--- config.mk ---
export PLATFORM = sky130hd
export DESIGN_NAME = pipe_ctrl_flat
export DESIGN_NICKNAME = d
export VERILOG_FILES = /design/src/rtl/pipe_ctrl_pkg.sv /design/src/rtl/pipe_ctrl_if.sv /design/src/rtl/pipe_ctrl_hazard_detect.sv /design/src/rtl/pipe_ctrl.sv /design/src/flat_wrapper.sv
export SDC_FILE = /design/constraint.sdc
export NUM_CORES = 1
export LEC_CHECK = 0
export CAP_MARGIN = 0
export CORE_MARGIN = 2
export CORE_UTILIZATION = 48
export CTS_CLUSTER_SIZE = 12
export DETAILED_ROUTE_END_ITERATION = 7
export PLACE_DENSITY_LB_ADDON = 0.1
export SLEW_MARGIN = 25
export SYNTH_ARGS = -nofsm -noshare
export SYNTH_HDL_FRONTEND = slang
export SYNTH_SLANG_ARGS = --single-unit
--- constraint.sdc ---
create_clock -name clk -period 4 [get_ports clk]
set_clock_uncertainty 0.05 [all_clocks]
set_input_delay 1 -clock clk [delete_from_list [all_inputs] [get_ports clk]]
set_output_delay 1 -clock clk [all_outputs]
set_load 0.01 [all_outputs]
--- src/rtl/pipe_ctrl_pkg.sv ---
// Shared pipeline-control types and defaults.
// Used by the pipe_ctrl FSM, its hazard unit and its interface.
package pipe_ctrl_pkg;

    localparam int REG_W           = 5;
    localparam int WAIT_W          = 8;
    localparam int STALL_CNT_W     = 16;
    localparam int MEM_TIMEOUT_DEF = 64;

    typedef enum logic {
        RUN      = 1'b0,
        MEM_WAIT = 1'b1
    } state_t;

endpackage

--- src/rtl/pipe_ctrl_if.sv ---
// Pipeline-side bundle of hazard inputs and stall/flush/memory outputs.
// The master drives hazard inputs; the slave is the controller.
interface pipe_ctrl_if;
    import pipe_ctrl_pkg::*;

    logic                   isLd_EX;
    logic [REG_W-1:0]       rd_EX;
    logic [REG_W-1:0]       rs1_OF;
    logic [REG_W-1:0]       rs2_OF;
    logic                   useRs1_OF;
    logic                   useRs2_OF;
    logic                   isBranchTaken_EX;
    logic                   memAccess_DM;
    logic                   dmem_ready;

    logic                   dmem_req;
    logic                   stall_PC;
    logic                   stall_IFOF;
    logic                   stall_OFEX;
    logic                   stall_EXDM;
    logic                   stall_DMWB;
    logic                   flush_IFOF;
    logic                   flush_OFEX;
    logic                   err_timeout;
    logic [STALL_CNT_W-1:0] stall_cycles;

    modport master (
        output isLd_EX, rd_EX, rs1_OF, rs2_OF,
        output useRs1_OF, useRs2_OF,
        output isBranchTaken_EX, memAccess_DM, dmem_ready,
        input  dmem_req, stall_PC, stall_IFOF, stall_OFEX,
        input  stall_EXDM, stall_DMWB, flush_IFOF, flush_OFEX,
        input  err_timeout, stall_cycles
    );

    modport slave (
        input  isLd_EX, rd_EX, rs1_OF, rs2_OF,
        input  useRs1_OF, useRs2_OF,
        input  isBranchTaken_EX, memAccess_DM, dmem_ready,
        output dmem_req, stall_PC, stall_IFOF, stall_OFEX,
        output stall_EXDM, stall_DMWB, flush_IFOF, flush_OFEX,
        output err_timeout, stall_cycles
    );

endinterface

--- src/rtl/pipe_ctrl_hazard_detect.sv ---
// Load-use comparator between the EX load and the OF sources.
// Register 0 is compared like any other register.
module pipe_ctrl_hazard_detect
    import pipe_ctrl_pkg::*;
(
    input  logic             i_is_ld,
    input  logic [REG_W-1:0] i_rd,
    input  logic [REG_W-1:0] i_rs1,
    input  logic [REG_W-1:0] i_rs2,
    input  logic             i_use_rs1,
    input  logic             i_use_rs2,
    output logic             o_load_use
);

    logic w_hit1;
    logic w_hit2;

    assign w_hit1     = i_use_rs1 & (i_rs1 == i_rd);
    assign w_hit2     = i_use_rs2 & (i_rs2 == i_rd);
    assign o_load_use = i_is_ld & (w_hit1 | w_hit2);

endmodule

--- src/rtl/pipe_ctrl.sv ---
// Pipeline stall/flush controller with a data-memory wait FSM.
// Priority: memory stall, then branch flush, then load-use bubble.
module pipe_ctrl
    import pipe_ctrl_pkg::*;
#(
    parameter int MEM_TIMEOUT = MEM_TIMEOUT_DEF
) (
    input  logic        clk,
    input  logic        rst,
    pipe_ctrl_if.slave  bus
);

    localparam logic [WAIT_W-1:0] TO = WAIT_W'(MEM_TIMEOUT);

    state_t                 r_state;
    state_t                 w_next;
    logic [WAIT_W-1:0]      r_wait_cnt;
    logic [WAIT_W-1:0]      w_cnt_nxt;
    logic                   r_err;
    logic [STALL_CNT_W-1:0] r_stall_cnt;

    logic w_load_use;
    logic w_mem_stall;
    logic w_req;
    logic w_err_set;
    logic w_br_flush;
    logic w_lu_stall;
    logic w_any_stall;

    pipe_ctrl_hazard_detect u_hazard (
        .i_is_ld    (bus.isLd_EX),
        .i_rd       (bus.rd_EX),
        .i_rs1      (bus.rs1_OF),
        .i_rs2      (bus.rs2_OF),
        .i_use_rs1  (bus.useRs1_OF),
        .i_use_rs2  (bus.useRs2_OF),
        .o_load_use (w_load_use)
    );

    always_comb begin
        w_next      = r_state;
        w_cnt_nxt   = r_wait_cnt;
        w_mem_stall = 1'b0;
        w_req       = 1'b0;
        w_err_set   = 1'b0;
        unique case (r_state)
            RUN: begin
                w_req = bus.memAccess_DM;
                if (bus.memAccess_DM && !bus.dmem_ready) begin
                    w_mem_stall = 1'b1;
                    w_next      = MEM_WAIT;
                    w_cnt_nxt   = WAIT_W'(1);
                end
            end
            MEM_WAIT: begin
                w_req = 1'b1;
                if (bus.dmem_ready) begin
                    w_next    = RUN;
                    w_cnt_nxt = '0;
                end else if (r_wait_cnt >= TO) begin
                    // Forced release: let the pipe move on, flag the error
                    w_err_set = 1'b1;
                    w_next    = RUN;
                    w_cnt_nxt = '0;
                end else begin
                    w_mem_stall = 1'b1;
                    w_cnt_nxt   = r_wait_cnt + WAIT_W'(1);
                end
            end
        endcase
    end

    assign w_br_flush  = !w_mem_stall & bus.isBranchTaken_EX;
    assign w_lu_stall  = !w_mem_stall & !bus.isBranchTaken_EX & w_load_use;
    assign w_any_stall = w_mem_stall | w_lu_stall;

    assign bus.dmem_req   = !rst & w_req;
    assign bus.stall_PC   = !rst & w_any_stall;
    assign bus.stall_IFOF = !rst & w_any_stall;
    assign bus.stall_OFEX = !rst & w_mem_stall;
    assign bus.stall_EXDM = !rst & w_mem_stall;
    assign bus.stall_DMWB = !rst & w_mem_stall;
    assign bus.flush_IFOF = !rst & w_br_flush;
    assign bus.flush_OFEX = !rst & (w_br_flush | w_lu_stall);

    assign bus.err_timeout  = r_err;
    assign bus.stall_cycles = r_stall_cnt;

    always_ff @(posedge clk) begin
        if (rst) begin
            r_state     <= RUN;
            r_wait_cnt  <= '0;
            r_err       <= 1'b0;
            r_stall_cnt <= '0;
        end else begin
            r_state    <= w_next;
            r_wait_cnt <= w_cnt_nxt;
            r_err      <= r_err | w_err_set;
            if (w_any_stall && (r_stall_cnt != '1))
                r_stall_cnt <= r_stall_cnt + STALL_CNT_W'(1);
        end
    end

endmodule
--- src/flat_wrapper.sv ---
// flat-port wrapper written by rule: the top's interface ports become plain ports
module pipe_ctrl_flat import pipe_ctrl_pkg::*;
#(
    parameter int MEM_TIMEOUT = MEM_TIMEOUT_DEF
)
  (clk, rst, bus_isLd_EX, bus_rd_EX, bus_rs1_OF, bus_rs2_OF, bus_useRs1_OF, bus_useRs2_OF, bus_isBranchTaken_EX, bus_memAccess_DM, bus_dmem_ready, bus_dmem_req, bus_stall_PC, bus_stall_IFOF, bus_stall_OFEX, bus_stall_EXDM, bus_stall_DMWB, bus_flush_IFOF, bus_flush_OFEX, bus_err_timeout, bus_stall_cycles);
  pipe_ctrl_if bus_i ();
  input  logic clk;
  input  logic rst;
  input wire logic [$bits(bus_i.isLd_EX)-1:0] bus_isLd_EX;
  input wire logic [$bits(bus_i.rd_EX)-1:0] bus_rd_EX;
  input wire logic [$bits(bus_i.rs1_OF)-1:0] bus_rs1_OF;
  input wire logic [$bits(bus_i.rs2_OF)-1:0] bus_rs2_OF;
  input wire logic [$bits(bus_i.useRs1_OF)-1:0] bus_useRs1_OF;
  input wire logic [$bits(bus_i.useRs2_OF)-1:0] bus_useRs2_OF;
  input wire logic [$bits(bus_i.isBranchTaken_EX)-1:0] bus_isBranchTaken_EX;
  input wire logic [$bits(bus_i.memAccess_DM)-1:0] bus_memAccess_DM;
  input wire logic [$bits(bus_i.dmem_ready)-1:0] bus_dmem_ready;
  output wire logic [$bits(bus_i.dmem_req)-1:0] bus_dmem_req;
  output wire logic [$bits(bus_i.stall_PC)-1:0] bus_stall_PC;
  output wire logic [$bits(bus_i.stall_IFOF)-1:0] bus_stall_IFOF;
  output wire logic [$bits(bus_i.stall_OFEX)-1:0] bus_stall_OFEX;
  output wire logic [$bits(bus_i.stall_EXDM)-1:0] bus_stall_EXDM;
  output wire logic [$bits(bus_i.stall_DMWB)-1:0] bus_stall_DMWB;
  output wire logic [$bits(bus_i.flush_IFOF)-1:0] bus_flush_IFOF;
  output wire logic [$bits(bus_i.flush_OFEX)-1:0] bus_flush_OFEX;
  output wire logic [$bits(bus_i.err_timeout)-1:0] bus_err_timeout;
  output wire logic [$bits(bus_i.stall_cycles)-1:0] bus_stall_cycles;
  assign bus_i.isLd_EX = bus_isLd_EX;
  assign bus_i.rd_EX = bus_rd_EX;
  assign bus_i.rs1_OF = bus_rs1_OF;
  assign bus_i.rs2_OF = bus_rs2_OF;
  assign bus_i.useRs1_OF = bus_useRs1_OF;
  assign bus_i.useRs2_OF = bus_useRs2_OF;
  assign bus_i.isBranchTaken_EX = bus_isBranchTaken_EX;
  assign bus_i.memAccess_DM = bus_memAccess_DM;
  assign bus_i.dmem_ready = bus_dmem_ready;
  assign bus_dmem_req = bus_i.dmem_req;
  assign bus_stall_PC = bus_i.stall_PC;
  assign bus_stall_IFOF = bus_i.stall_IFOF;
  assign bus_stall_OFEX = bus_i.stall_OFEX;
  assign bus_stall_EXDM = bus_i.stall_EXDM;
  assign bus_stall_DMWB = bus_i.stall_DMWB;
  assign bus_flush_IFOF = bus_i.flush_IFOF;
  assign bus_flush_OFEX = bus_i.flush_OFEX;
  assign bus_err_timeout = bus_i.err_timeout;
  assign bus_stall_cycles = bus_i.stall_cycles;
  pipe_ctrl #(.MEM_TIMEOUT(MEM_TIMEOUT)) u_core (.clk(clk), .rst(rst), .bus(bus_i));
endmodule
[After elaboration in Yosys (flattened, before gate mapping)]
Cells that the tools add are included.
Cells by class
  $add $sub $neg: 2
  multipliers: 0
  divide/modulo/power cells: 0
  magnitude comparators: 1
  eq/ne operators: 4
  shift-type cells: 0
  muxes and demuxes: 12
  bitwise operators: 16
  reduce and logical (&&, ||, !) cells: 6
Operators by type and width (count)
  $mux 8: 3
  $add 16x1->16 const B: 1
  $ne 16x16->1 const B: 1
  $pmux 8 s2: 1
  $and 1x1->1: 11
  $eq 5x5->1: 2
  $add 8x1->8 const B: 1
  $ge 8x7->1 const B: 1
  $mux 1: 6
  $logic_not 1->1: 4
  $or 1x1->1: 4
  $pmux 1 s2: 2
  $logic_and 1x1->1: 2
  $ne 2x1->1 const B: 1
  $not 1->1: 1
Storage, ports and cells
  register bits: 26
  latch bits: 0
  RAM bits: 0
  memory bits (read-only): 0
  input bits: 23
  output and inout port bits: 25
  word-level logic and storage cells: 45
  memories: 0

[Longest topological paths before layout]
Gate-level depths: netlist (run 1).
  depth in word-level cells: 9
  mapped depth: 8
  gate-level depth less buffers: 7

[Modules after synthesis]
Synthesis (run 1) repeated with hierarchy kept, for this count alone.
Unflattened totals
  cells, all modules: 181
  area total of the unflattened synthesis: 1544.0 um^2
By module, submodules not included
  pipe_ctrl: instances 1, cells each 166, area each 1427.6 um^2, seq. area each 520.5 um^2
  pipe_ctrl_hazard_detect: instances 1, cells each 15, area each 116.4 um^2, seq. area each 0.0 um^2

[Least setup slack after synthesis (run 1)]
Ideal clock, no wire load.
  kind: input port to output port
  start point: input bus_rd_EX[3]
  end point: output bus_stall_PC
  data arrival time: 2.362 ns
  required time: 2.950 ns
  setup slack: 0.588 ns
  stages: 6
  path buffers: 1
  path through: xor2_1 -> nor4_1 -> a41o_4 -> or2_2 -> nor2b_1 -> buf_4
On the way
  cells in the longest elaborated chain, start to end: 7
  elaborated cells between the ends (all ways): 9
  classes of those cells: eq/ne: 2; bitwise: 7
RTL lines
  start: declaration: RTL line flat_wrapper.sv:11  | input wire logic [$bits(bus_i.rd_EX)-1:0] bus_rd_EX;
  $eq 5x5->1, on equally long branches: RTL line pipe_ctrl_hazard_detect.sv:18, pipe_ctrl_hazard_detect.sv:19
  $and 1x1->1, on equally long branches: RTL line pipe_ctrl_hazard_detect.sv:18, pipe_ctrl_hazard_detect.sv:19
  $or 1x1->1 (*): RTL line pipe_ctrl_hazard_detect.sv:20  | assign o_load_use = i_is_ld & (w_hit1 | w_hit2);
  $and 1x1->1 (*): RTL line pipe_ctrl_hazard_detect.sv:20
  $and 1x1->1 (*): RTL line pipe_ctrl.sv:74  | assign w_lu_stall = !w_mem_stall & !bus.isBranchTaken_EX & w_load_use;
  $or 1x1->1 (*): RTL line pipe_ctrl.sv:75  | assign w_any_stall = w_mem_stall | w_lu_stall;
  $and 1x1->1 (*)
  end: declaration: RTL line flat_wrapper.sv:20  | output wire logic [$bits(bus_i.stall_PC)-1:0] bus_stall_PC;
Mark *: on every way between the ends. The rest lies on a longest branch, timed or not.

[Worst setup path in the final report (run 1)]
  start point: input bus_rd_EX[0]
  end point: output bus_stall_PC
On the way
  cells in the longest elaborated chain, start to end: 7
  elaborated cells between the ends (all ways): 9
  classes of those cells: eq/ne: 2; bitwise: 7
RTL lines
  $eq 5x5->1, on equally long branches: RTL line pipe_ctrl_hazard_detect.sv:18, pipe_ctrl_hazard_detect.sv:19
  $and 1x1->1, on equally long branches: RTL line pipe_ctrl_hazard_detect.sv:18, pipe_ctrl_hazard_detect.sv:19
  $or 1x1->1 (*): RTL line pipe_ctrl_hazard_detect.sv:20
  $and 1x1->1 (*): RTL line pipe_ctrl_hazard_detect.sv:20
  $and 1x1->1 (*): RTL line pipe_ctrl.sv:74
  $or 1x1->1 (*): RTL line pipe_ctrl.sv:75
  $and 1x1->1 (*): RTL line pipe_ctrl.sv:78  | assign bus.stall_PC = !rst & w_any_stall;
Marked as above.

==> results of run 1 <==
## through the flow
step | worst slack, ns | util | area (µm²) | TNS (ns)
6_report | 0.1086 | 0.7238 | 2013 | 0
4_1_cts | 0.08057 | 0.7220 | 2008 | 0
2_1_floorplan | 0.5881 | - | 1423 | 0
5_1_grt | 0.009042 | 0.7238 | 2013 | 0
3_5_place_dp | -0.1490 | 0.7022 | 1953 | -0.3071
3_3_place_gp | -0.1181 | 0.7022 | 1953 | -0.2364
## sequential cells by signal, indices dropped and copies added (netlist names)
register                 cells
u_core.r_state               1
u_core.r_wait_cnt            8
u_core.bus.err_timeout       1
u_core.bus.stall_cycles     16
## final timing paths
kind,start,endpoint,slack [ns],depth (start not counted)
max,bus_rd_EX[0],bus_stall_PC,0.11,8
min,u_core.bus.err_timeout,u_core.bus.err_timeout,0.45,2
max reg2reg,u_core.r_state,u_core.bus.stall_cycles[7],1.85,7
min reg2reg,u_core.bus.err_timeout,u_core.bus.err_timeout,0.45,2
## critical path, stage by stage
cell and delay, ns:
clkdlybuf4s50_1 0.51, xor2_1 0.15, nor4_1 0.07, buf_4 0.14, a41o_4 0.26, or2_2 0.28
nor2b_1 0.14, dlygate4sd2_1 0.30
## cell type report
cell class	instances	area share
inverters	5	0.009323
multi-input cells	131	0.4226
clock inverters	1	0.01492
clock buffers	3	0.01119
repair buffers	55	0.2641
flip-flops and latches	26	0.2585
well taps	31	0.01927
## cell families (layout without fill, tap and decap cells)
kind of cell,count (synthesis),count (layout),synth area share
mux,1,1,0.007036
buf+inv,12,64,0.04045
fa+ha+maj,2,2,0.01759
xor+xnor,17,17,0.1047
compound gates,38,38,0.1821
flops,26,26,0.3659
simple gates,73,73,0.2823
## synth_stat cells, drive strengths merged, types with 2 or more instances
master | instances | share of area
clkbuf | 3 | 0.0079
dfxtp | 26 | 0.37
a41o | 2 | 0.022
a21oi | 14 | 0.057
nand4 | 4 | 0.018
and3 | 5 | 0.022
buf | 4 | 0.019
nor2 | 16 | 0.042
o21ai | 11 | 0.041
nor3 | 2 | 0.0070
nand2 | 9 | 0.024
and2 | 2 | 0.0088
inv | 5 | 0.013
nand3 | 6 | 0.021
nor4 | 2 | 0.0088
and4 | 4 | 0.025
xnor2 | 3 | 0.018
ha | 2 | 0.018
nor2b | 5 | 0.022
a22oi | 2 | 0.011
or3 | 9 | 0.040
nor3b | 3 | 0.016
or2 | 3 | 0.013
xor2 | 14 | 0.086
## layer usage
metal	part of all wire	GRT usage	wire (µm)	up-vias
met2	0.45	0.3515	1558	38
met5	0	0	0	-
met3	0.060	0.03077	211	4
met1	0.48	0.2826	1677	630
met4	0.013	0.07973	46	0
li1	-	-	-	711
## power groups by stage
stage | registers (W) | clock network, W | logic [W]
floorplan | 0.000271 | 0 | 0.0000385
global placement | 0.000271 | 0 | 0.0000846
detailed placement | 0.000271 | 0 | 0.0000862
CTS | 0.000266 | 0.000184 | 0.0000867
global route | 0.000267 | 0.000196 | 0.0000933
finish | 0.000266 | 0.000180 | 0.0000864
## repair_timing
item / 4_1_cts / 5_1_grt
pin swaps: 0 / 1
gates resized for setup: 4 / 2
endpoints found under the setup margin: 3 / 2
==> results by group, run 1 <==
Pwr
  • VDD IR-drop max: 0.0002739 V
  • Clock power frac: 0.339
  • NetSw: 0.0001208 W
  • Sw Ratio: 0.2267
  • P per Cell Area: 264.6 mW/mm²
  • Combinational share of power: 0.162
  • Lkg Pwr: 0.7665 nW
  • Seq pwr share: 0.499
  • Power Internal: 0.0004120 W
  • Power Total: 0.0005327 W

CTS
  • Clock transition at the registers of the reported paths: 0.14 ns
  • Clock Latency Late Sink: 0.32 ns
  • CTS Buffer Depth: 2
  • Post-CTS Setup Inserts: 0
  • CTS Sinks: 26
  • Cts bufs inserted: 3
  • CTS root buffer: clkbuf_4
  • Hold Buf Count CTS: 0
  • Htree depth: 1
  • TritonCTS clock tree: done

Synth
  • Synth warn: 0
  • Cells after synthesis: 169
  • Mapped Nets: 194
  • Synth Register Bits: 26
  • Post-synthesis async set-or-reset flop share: 0
  • Library cells used by synthesis: 42
  • Number of flops mapped to enable cells by yosys: 0
  • Post-synthesis cell area: 0.001423 mm²
  • Top FF cell, synth: dfxtp_1
  • Syn_area_per_cell: 8.418 µm²
  • Register area share after synthesis: 0.3659

Layout
  • Synth-to-Final Area Change: 41.51%
  • Antenna cells: 0
  • NumNets Final: 247
  • Multi-input gate area: 850.8 µm²
  • Layout cells sized above 1: 0.08597
  • Layout Cells excl Fill: 252
  • Commonest non-fill, non-tap cell in the layout: clkdlybuf4s50_1
  • Layout fillers: 232
  • Sequential cell area: 520.5 µm²
  • Commonest cells after routing, fill and taps aside: clkdlybuf4s50_1 (42), dfxtp_1 (26), nor2_1 (16)

Timing
  • Fin crit period: 3.891 ns
  • Tightest Pin Transition: 0.4545 ns
  • Fin. Hold Viols: 0
  • Slew margin rel.: 0.6969
  • Fin crit share: 0.9729
  • Hold Slack: 0.4473 ns
  • Number of setup violations in the final report: 0
  • Pins Over Slew Limit: 0
  • Fmax: 0.2570 GHz
  • RSZ-0062 raised after global routing: false

Run
  • Max-Cap Viols: 0

Worst hold path
  • Hold Path Class: reg -> reg

Placement
  • Placed insts: 248
  • I/O Buffers: 47
  • Detailed Place HPWL: 2680 µm
  • Routability cong.: 0.8247

Global route
  • GRT Residual Overflow: 0
  • Global-route wire length before repair: 5713 µm
  • Gr usage total: 0.2133
  • Largest net degree at the start of global routing: 16
  • Initial antenna violation count: 0
  • Vias in the first global route: 1312

Routing
  • Vias: 1383
  • Vias per cell: 5.488
  • DRT iter0 DRCs: 57
  • Routed Antenna Nets: 0
  • DRC viols: 0
  • WL/cell: 13.87 µm
  • Drt first pass iters: 4
  • Routed WL: 3494 µm

Status
  • Status: completed

Critical path
  • Critical path launch point type: input port
  • Critical path class: in -> out
  • WP data arrival: 2.84 ns
  • Req. time, crit path: 2.95 ns
  • Worst setup EP type: output pin
  • Crit path max fanout: 2

Die
  • Die area: 0.003415 mm²
  • Core Region: 0.002781 mm²
  • Ports: 48
  • DIE HEIGHT: 58.44 µm
  • Cell row count: 19
  • Starting Density: 0.5115
  • Chip width: 58.44 µm
Note: power is estimated with default switching activity, not from simulation.
==> run 2: changes to the inputs <==
Settings changed: TNS_END_PERCENT from default to 10.
==> results of run 2 <==
No change in the layout: final DEF, timing and power equal those of run 1.
==> run 3: changes to the inputs <==
Settings changed: CELL_PAD_IN_SITES_DETAIL_PLACEMENT from default to 0, CELL_PAD_IN_SITES_GLOBAL_PLACEMENT from default to 1, CORE_UTILIZATION 48 to 35.
==> run 3 against run 2 <==
Compared with the run above: worst setup slack improved by 0.079 ns; clock-buffer cell count unchanged; via count is 0.72% lower; flip-flop and latch count did not move; critical path type unchanged.
==> results by group, run 3 (synthesized netlist as in run 1, its figures left out) <==
Routing
  • DRT iter0 DRCs: 58 (was 57)
  • WL/cell: 13.14 µm (was 13.87 µm)
  • Vias: 1373 (was 1383)
  • DRC viols: 0 (unchanged)
  • Drt first pass iters: 4 (unchanged)
  • Vias per cell: 5.048 (was 5.488)
  • Routed Antenna Nets: 0 (unchanged)
  • Routed WL: 3574 µm (was 3494 µm)

Timing
  • Fin crit share: 0.9531 (was 0.9729)
  • Fin. Hold Viols: 0 (unchanged)
  • Pins Over Slew Limit: 0 (unchanged)
  • Total Negative Setup Slacks: 0 ns (unchanged)
  • Number of setup violations in the final report: 0 (unchanged)
  • RSZ-0062 raised after global routing: false (unchanged)
  • Fmax: 0.2623 GHz (was 0.2570 GHz)
  • Fin crit period: 3.812 ns (was 3.891 ns)
  • Tightest Pin Transition: 0.4575 ns (was 0.4545 ns)
  • Slew margin rel.: 0.6950 (was 0.6969)

Placement
  • Placed insts: 268 (was 248)
  • I/O Buffers: 47 (unchanged)
  • Detailed Place HPWL: 2811 µm (was 2680 µm)
  • Routability cong.: 0.8128 (was 0.8247)

Layout
  • NumNets Final: 248 (was 247)
  • Commonest non-fill, non-tap cell in the layout: clkdlybuf4s50_1 (unchanged)
  • Synth-to-Final Area Change: 43.71% (was 41.51%)
  • Antenna cells: 0 (unchanged)
  • Layout cells sized above 1: 0.09459 (was 0.08597)
  • Commonest cells after routing, fill and taps aside: clkdlybuf4s50_1 (44), dfxtp_1 (26), nor2_1 (16) (was clkdlybuf4s50_1 (42), dfxtp_1 (26), nor2_1 (16))
  • Layout Cells excl Fill: 272 (was 252)
  • Max reg flops: 16 (unchanged)

CTS
  • Clock Latency Late Sink: 0.27 ns (was 0.32 ns)
  • CTS root buffer: clkbuf_8 (was clkbuf_4)
  • TritonCTS clock tree: done (unchanged)
  • Clock transition at the registers of the reported paths: 0.09 ns (was 0.14 ns)
  • Cts bufs inserted: 3 (unchanged)
  • CTS Sinks: 26 (unchanged)
  • Hold Buf Count CTS: 0 (unchanged)
  • Htree depth: 1 (unchanged)
  • Post-CTS Setup Inserts: 0 (unchanged)
  • CTS Buffer Depth: 2 (unchanged)

Critical path
  • Critical Path, Cell by Cell: clkdlybuf4s50_1, nand2b_1, a21oi_4, buf_4, nor2b_1, clkdlybuf4s50_1 (was clkdlybuf4s50_1, xor2_1, nor4_1, buf_4, a41o_4, or2_2, nor2b_1, dlygate4sd2_1)
  • Cell repeated most along the worst path: clkdlybuf4s50_1
  • Critical path launch point type: input port (unchanged)
  • WP data arrival: 2.76 ns (was 2.84 ns)
  • Critical path class: in -> out (unchanged)
  • Worst setup EP type: output pin (unchanged)
  • Crit path max fanout: 5 (was 2)
  • Req. time, crit path: 2.95 ns (about the same)
  • CP max stage cell: clkdlybuf4s50_1 (unchanged)
  • Max incr delay on CP: 0.57 ns (was 0.51 ns)

Global route
  • GRT Residual Overflow: 0 (unchanged)
  • Vias in the first global route: 1329 (was 1312)
  • Global-route wire length before repair: 5782 µm (was 5713 µm)
  • Largest net degree at the start of global routing: 19 (was 16)
  • Initial antenna violation count: 0 (unchanged)
  • Gr usage total: 0.1645 (was 0.2133)

Worst hold path
  • Hold Path Class: reg -> reg (unchanged)

Die
  • Ports: 48 (unchanged)
  • Core Region: 0.003943 mm² (was 0.002781 mm²)
  • Chip width: 67.76 µm (was 58.44 µm)
  • Die area: 0.004591 mm² (was 0.003415 mm²)
  • Starting Density: 0.3608 (was 0.5115)
  • DIE HEIGHT: 67.76 µm (was 58.44 µm)
  • Cell row count: 23 (was 19)

Run
  • Max-Cap Viols: 0 (unchanged)

Pwr
  • VDD IR-drop max: 0.0001877 V (was 0.0002739 V)
  • Lkg Pwr: 0.7544 nW (was 0.7665 nW)
  • P per Cell Area: 277.6 mW/mm² (was 264.6 mW/mm²)

Status
  • Status: completed (unchanged)
[run 3: path summary, 6_finish.rpt]
kind | startpoint | endpoint | slack [ns] | cells past startpoint
max | bus_memAccess_DM | bus_stall_DMWB | 0.19 | 6
min reg2reg | u_core.bus.err_timeout | u_core.bus.err_timeout | 0.44 | 2
min | u_core.bus.err_timeout | u_core.bus.err_timeout | 0.44 | 2
max reg2reg | u_core.r_state | u_core.bus.stall_cycles[7] | 1.80 | 7
[run 3: through the flow]
step | hold WS [ns] | setup WS (ns) | util | total power (W) | area, µm²
floorplan | 0.4169 | 0.5881 | - | 0.0003100 | 1423
global placement | 0.4117 | -0.1528 | 0.5033 | 0.0003568 | 1984
detailed placement | 0.4271 | -0.1940 | 0.5033 | 0.0003594 | 1984
CTS | 0.4519 | 0.05179 | 0.5205 | 0.0005783 | 2052
global route | 0.4842 | 0.05368 | 0.5186 | 0.0005933 | 2044
finish | 0.4378 | 0.1875 | 0.5186 | 0.0005676 | 2044
[run 3: final cells by class]
cell class	count	area, µm²
clock buffer	3	41.29
multi-input combinational	131	844.6
clock inverter	1	30.03
tap	50	62.56
inverter	5	18.77
sequential	26	520.5
timing repair buffer	56	526.8
fill	372	1898
[run 3: worst max-delay path: cells and delay by family]
| family | cells | cell delay (ns) |
|---|---|---|
| AND/OR/NAND/NOR | 2 | 0.32 |
| buffers and inverters | 3 | 1.25 |
| AO/OA/AOI/OAI | 1 | 0.19 |
[run 3: timing repair]
action	in CTS	in global routing
pin swaps	0	1
endpoints found under the setup margin	3	2
gates resized for setup	3	4
[run 3: routing by layer]
layer,part of all wire,GRT usage,up-vias
li1,-,-,713
met1,0.42,0.1914,631
met2,0.52,0.3051,27
met3,0.048,0.02833,2
met4,0.0059,0.04592,0
met5,0,0,-
[run 3: where the power goes]
part | internal (W) | switching [W] | total (W)
Combinational | 0.0000490 | 0.0000375 | 0.0000865
Clock | 0.000134 | 0.0000821 | 0.000216
Sequential | 0.000262 | 0.00000348 | 0.000265
